==> src/rtl/lc3b_types.sv <==
// Control-word types for the LC-3b decode pipeline and the canonical NOP word.
// Combinational definitions only; no latency or flow control.
package lc3b_types;

    typedef enum logic [3:0] {
        op_br   = 4'h0, op_add = 4'h1, op_ldb = 4'h2, op_stb = 4'h3,
        op_jsr  = 4'h4, op_and = 4'h5, op_ldr = 4'h6, op_str = 4'h7,
        op_rti  = 4'h8, op_not = 4'h9, op_ldi = 4'ha, op_sti = 4'hb,
        op_jmp  = 4'hc, op_shf = 4'hd, op_lea = 4'he, op_trap = 4'hf
    } lc3b_opcode;

    typedef enum logic [2:0] {
        alu_add, alu_and, alu_not, alu_pass, alu_sll, alu_srl, alu_sra
    } lc3b_aluop;

    typedef struct packed {
        lc3b_opcode opcode;
        lc3b_aluop  aluop;
        logic       load_cc;
        logic       load_regfile;
        logic       load_mar;
        logic       load_mdr;
        logic       mem_read;
        logic       mem_write;
        logic       filter_en;
        logic       indirect;
        logic       imm_en;
        logic [1:0] pcmux_sel;
        logic       alumux_sel;
        logic [1:0] regfilemux_sel;
        logic       marmux_sel;
        logic [1:0] mem_byte_enable;
        logic       is_nop;
    } lc3b_control_word;

    localparam lc3b_control_word CTRL_NOP = '{
        opcode:          op_add,
        aluop:           alu_add,
        load_cc:         1'b0,
        load_regfile:    1'b0,
        load_mar:        1'b0,
        load_mdr:        1'b0,
        mem_read:        1'b0,
        mem_write:       1'b0,
        filter_en:       1'b0,
        indirect:        1'b0,
        imm_en:          1'b0,
        pcmux_sel:       2'b00,
        alumux_sel:      1'b0,
        regfilemux_sel:  2'b00,
        marmux_sel:      1'b0,
        mem_byte_enable: 2'b11,
        is_nop:          1'b1
    };

endpackage

==> src/rtl/ctrl_stage.sv <==
// One control-word pipeline register: kill > hold > bubble > load, 1-cycle latency.
// Backpressure arrives as frz (hold) and bubble (upstream frozen, insert NOP).
module ctrl_stage
    import lc3b_types::*;
#(
    parameter int DATA_W = 16
) (
    input  logic              clk,
    input  logic              reset_n,
    input  logic              kill,
    input  logic              frz,
    input  logic              bubble,
    input  lc3b_control_word  prev_word,
    input  logic [DATA_W-1:0] prev_data,
    input  logic              prev_valid,
    output lc3b_control_word  word,
    output logic [DATA_W-1:0] data,
    output logic              valid
);

    always_ff @(posedge clk) begin
        if (!reset_n || kill) begin
            word  <= CTRL_NOP;
            data  <= '0;
            valid <= 1'b0;
        end else if (frz) begin
            word  <= word;
            data  <= data;
            valid <= valid;
        end else if (bubble) begin
            word  <= CTRL_NOP;
            data  <= '0;
            valid <= 1'b0;
        end else begin
            // Invalid entries are normalised to NOP so out_word never leaks junk.
            word  <= prev_valid ? prev_word : CTRL_NOP;
            data  <= prev_data;
            valid <= prev_valid;
        end
    end

endmodule

==> src/rtl/ctrl_pipeline.sv <==
// STAGES-deep control-word pipeline with per-stage stall/flush and a bubble counter.
// Word reaches stage k k+1 cycles after acceptance; in_ready drops on any stall bit.
module ctrl_pipeline
    import lc3b_types::*;
#(
    parameter int STAGES = 4,
    parameter int DATA_W = 16,
    parameter int CNT_W  = 16
) (
    input  logic              clk,
    input  logic              reset_n,
    input  lc3b_control_word  in_word,
    input  logic [DATA_W-1:0] in_data,
    input  logic              in_valid,
    output logic              in_ready,
    input  logic [STAGES-1:0] stall,
    input  logic [STAGES-1:0] flush,
    output lc3b_control_word  out_word [STAGES],
    output logic [DATA_W-1:0] out_data [STAGES],
    output logic [STAGES-1:0] out_valid,
    input  logic              cnt_clr,
    output logic [CNT_W-1:0]  bubble_cnt
);

    logic [STAGES-1:0] kill;
    logic [STAGES-1:0] frz;

    assign in_ready = ~|stall;

    for (genvar i = 0; i < STAGES; i++) begin : g_stage
        // A stall or flush downstream also covers every upstream stage.
        assign kill[i] = |flush[STAGES-1:i];
        assign frz[i]  = |stall[STAGES-1:i];

        if (i == 0) begin : g_head
            ctrl_stage #(.DATA_W(DATA_W)) u_stage (
                .clk        (clk),
                .reset_n    (reset_n),
                .kill       (kill[i]),
                .frz        (frz[i]),
                .bubble     (1'b0),
                .prev_word  (in_word),
                .prev_data  (in_data),
                .prev_valid (in_valid),
                .word       (out_word[i]),
                .data       (out_data[i]),
                .valid      (out_valid[i])
            );
        end else begin : g_body
            ctrl_stage #(.DATA_W(DATA_W)) u_stage (
                .clk        (clk),
                .reset_n    (reset_n),
                .kill       (kill[i]),
                .frz        (frz[i]),
                .bubble     (frz[i-1]),
                .prev_word  (out_word[i-1]),
                .prev_data  (out_data[i-1]),
                .prev_valid (out_valid[i-1]),
                .word       (out_word[i]),
                .data       (out_data[i]),
                .valid      (out_valid[i])
            );
        end
    end

    always_ff @(posedge clk) begin
        if (!reset_n || cnt_clr) begin
            bubble_cnt <= '0;
        end else if (!out_valid[STAGES-1] && (bubble_cnt != {CNT_W{1'b1}})) begin
            bubble_cnt <= bubble_cnt + 1'b1;
        end
    end

endmodule

==> config.mk <==
export PLATFORM = sky130hd
export DESIGN_NAME = ctrl_pipeline
export DESIGN_NICKNAME = d
export VERILOG_FILES = /design/src/rtl/lc3b_types.sv /design/src/rtl/ctrl_stage.sv /design/src/rtl/ctrl_pipeline.sv
export SDC_FILE = /design/constraint.sdc
export NUM_CORES = 1
export LEC_CHECK = 0
export CORE_UTILIZATION = 45
export CTS_CLUSTER_SIZE = 16
export DETAILED_ROUTE_END_ITERATION = 10
export PLACE_DENSITY = 0.86
export SYNTH_ARGS = -nofsm -noshare
export SYNTH_HDL_FRONTEND = slang
export SYNTH_SLANG_ARGS = --single-unit
==> constraint.sdc <==
create_clock -name clk -period 2.6 [get_ports clk]
set_clock_uncertainty 0.05 [all_clocks]
set_input_delay 0.78 -clock clk [delete_from_list [all_inputs] [get_ports clk]]
set_output_delay 0.78 -clock clk [all_outputs]
set_load 0.02 [all_outputs]
==> impl_metrics.yaml <==
outcome:
  status: "finished, final reports clean"
route:
  ant_nets: 0
  wirelength_um: 20590
  wl_per_cell_um: 17.74
  drc: 0
  num_vias: 6409
  drt_iter0_drc: 401
  viasPerCell: 5.520
  first_pass_iters: 5
worst_hold_path:
  hp-class: "flop to flop"
clocking:
  cts.path.max_buffers: 2
  clkLatencyLatePin_ns: 0.43
  path_clk_slew_ns: 0.07
  cts_buffers: 17
  cts_tree: "yes"
  htree_levels: 4
  clkSinkCount: 184
  cts_root_buf: "clkbuf_16"
sta:
  final_max_slew_viol_count: 0
  setup_viol: 0
  fmax_mhz: 408.4
  min_period_ns: 2.449
  setup_slack_ns: 0.1514
  slew_headroom_pct: 60.51
  tightest_slew_ns: 0.5869
  layout_worst_path_cycle_share_pct: 94.18
  hold_violations: 0
  rsz0062_at_grt: "false"
yosys:
  syn_area_um2: 6598
  synth-edff-count: 0
  ys.flop_type: "dfxtp_1"
  synthesis.instances: 739
  syn_area_per_cell_um2: 8.928
  syn_nets: 793
  seq_area_frac_synth_pct: 55.83
  post_synth_num_cell_types: 41
  synth.ff_latch_count: 184
  yosysWarnings: 0
  synthArstFlopShare_pct: 0
placement:
  gp_congestion: 0.9733
  placed_area_um2: 9209
  dp_hpwl_um: 14590
  port_buffers: 237
  dp_worst_setup_slack_ns: -0.6244
worst_setup_path:
  worstReg2RegEnd: "bubble_cnt[10]$_SDFFE_PP0P_"
  crit_start: "stall[3]"
  end_kind: "output port"
  r2r_setup_slack_ns: 0.75
  timing.critical_path.slowest_cell_delay_ns: 0.31
  r2r-start: "bubble_cnt[0]$_SDFFE_PP0P_"
  crit_fanout: 2
  endpoint: "in_ready"
  crit_chain: "dlygate4sd2_1 -> nor3_2 -> nand2b_1 -> inv_2 -> buf_6"
  critPathSlowestCell: "dlygate4sd2_1"
  start_kind: "primary input"
  path_buf_inv: 3
  crit_cells: 5
  cp.arrival_ns: 1.62
  worstRegToRegCells: 5
  crit_family: "buffers and inverters"
  crit_type: "primary input to output port"
  cp.required_ns: 1.77
floorplan:
  start_util_pct: 46.80
  die_y_um: 123.1
  num_io_pins: 238
  coreArea_um2: 14100
  die_area_um2: 15150
  die_w_um: 123.1
  num_rows: 43
pwr:
  p_per_area_nw_per_um2: 595.1
  leakage_uw: 0.003221
  vdd_drop_max_uv: 499.7
  pwr-share-comb_pct: 4.0
  switchingPower_uw: 1234
  power.share.sequential_pct: 47.8
  clock_power_share_pct: 48.2
  switching_share_pct: 20.89
  p_int_uw: 4670
global_route:
  first_global_vias: 5716
  antenna_found_initial: 0
  grt_util_all_layers_pct: 27.21
  grt_start_max_net_pins: 49
  grt-ovfl-total: 0
  grt_pass1_wl_um: 31170
final_layout:
  finish.instance_area_um2: 9920
  syn2layout_area_growth_pct: 50.35
  drive_gt1_share_pct: 7.645
  final_nets: 1022
  antenna_cells: 0
run:
  drv_cap: 0
-- routing by layer --
metal	global-route usage, %	wire length, µm
met1	35.98	8730
met5	0	0
met4	12.58	821
met3	6.089	1394
met2	42.31	9646
-- registers in the layout, indices dropped and copies added (netlist names) --
name and flops:
g_stage.g_head.u_stage.word 25, g_stage.g_head.u_stage.data 16, g_stage.g_body.u_stage.valid 3, g_stage.g_body.u_stage.data 48, bubble_cnt 16, g_stage.g_head.u_stage.valid 1
g_stage.g_body.u_stage.word 75
-- worst min path at each step --
stage / depth (start not counted) / startpoint / slack (ns) / end
CTS: 2 / g_stage[0].g_head.u_stage.word[14]$_SDFFE_PP0P_ / 0.42 / g_stage[0].g_head.u_stage.word[14]$_SDFFE_PP0P_
global route: 2 / g_stage[0].g_head.u_stage.word[18]$_SDFFE_PP0P_ / 0.44 / g_stage[0].g_head.u_stage.word[18]$_SDFFE_PP0P_
floorplan: 2 / g_stage[0].g_head.u_stage.valid$_SDFFE_PP0P_ / 0.41 / g_stage[0].g_head.u_stage.valid$_SDFFE_PP0P_
detailed placement: 2 / g_stage[0].g_head.u_stage.word[16]$_SDFFE_PP0P_ / 0.41 / g_stage[0].g_head.u_stage.word[16]$_SDFFE_PP0P_
finish: 2 / g_stage[0].g_head.u_stage.word[11]$_SDFFE_PP0P_ / 0.42 / g_stage[0].g_head.u_stage.word[11]$_SDFFE_PP0P_
global placement: 2 / g_stage[0].g_head.u_stage.data[8]$_SDFFE_PP0P_ / 0.41 / g_stage[0].g_head.u_stage.data[8]$_SDFFE_PP0P_
-- logic make-up after synthesis --
kind of cell             after synthesis  synth area share [%]
adder cells (fa/ha/maj)                1                0.1896
AO/OA/AOI/OAI                        197                 19.36
AND/OR/NAND/NOR                      291                 20.35
multiplexers                           1                0.1517
XOR/XNOR                               1                0.1328
buffers and inverters                 64                 3.983
flip-flops                           184                 55.83
-- cells in the mapped netlist (2+ instances only) --
master    instances  area share (%)
a31oi_1           2            0.19
o22ai_1          12             1.1
nand3_1          25             1.9
and4_1            3            0.40
clkbuf_1         42             2.4
nand2_1         101             5.7
o21ai_0           9            0.68
a211oi_1          3            0.34
buf_2             6            0.46
nand4_1           5            0.47
and2_1            3            0.28
nor2b_1           3            0.28
o31ai_1           5            0.57
or2_2             2            0.19
nand2b_1          6            0.57
dfxtp_1         184              56
buf_4             4            0.46
nand3b_1         20             2.3
a22oi_1          95              11
or4_1             4            0.46
inv_1             2            0.11
or3_1             4            0.38
a21oi_1          67             5.1
and3_1            3            0.28
nor2_1          102             5.8
buf_1             9            0.51
nor3_1            4            0.30
-- timing repair --
item / in CTS / in global routing
hold endpoints to repair: 0 / 0
resized for setup: 7 / 2
pin swaps: 1 / 1
gates cloned: 0 / 0
setup endpoints to repair: 1 / 26
hold buffers: 0 / 0
buffers inserted: 7 / 1
-- metrics by stage --
stage	TNS [ns]	power (µW)	std cells	hold WS, ns	utilization [%]
after detailed placement	-15.77	3116	1123	0.4097	65.33
final	0	5904	1161	0.4218	70.37
after floorplan	0	2981	739	0.4083	-
after CTS	0	5919	1161	0.4239	70.34
after global routing	0	6074	1161	0.4446	70.37
after global placement	-16.08	3115	1123	0.4053	65.33
-- cells in the final DEF, fill, tap and decap left out, types with 12 or more instances in the layout --
cell,instances
nand3_1,25
dfxtp_1,184
o22ai_1,12
nand2_1,101
a22oi_1,95
a21oi_1,67
buf_4,30
nor2_1,102
clkdlybuf4s50_1,233
nand3b_1,20
clkbuf_16,17
-- power by group through the flow --
stage | combinational [µW] | clock (µW) | sequential [µW]
6_report | 235 | 2850 | 2820
5_1_grt | 252 | 3000 | 2820
4_1_cts | 235 | 2860 | 2820
3_5_place_dp | 230 | 0 | 2890
2_1_floorplan | 92.8 | 0 | 2890
3_3_place_gp | 229 | 0 | 2890
-- worst reg2reg max path: stages (launching register included) --
cell and delay, ns:
dfxtp_1 0.44, ha_1 0.26, nand2_1 0.12, nor4_1 0.56, a31oi_1 0.16, nor3_1 0.19
-- layout make-up --
type,instances,area (µm²)
clock buffers,18,439.2
clock inverters,14,221.5
fillers,1055,4177
inverters,3,11.26
multi-input cells,491,2656
flip-flops and latches,184,3684
well taps,180,225.2
repair buffers,271,2683
Power figures use the tool's default switching activity.
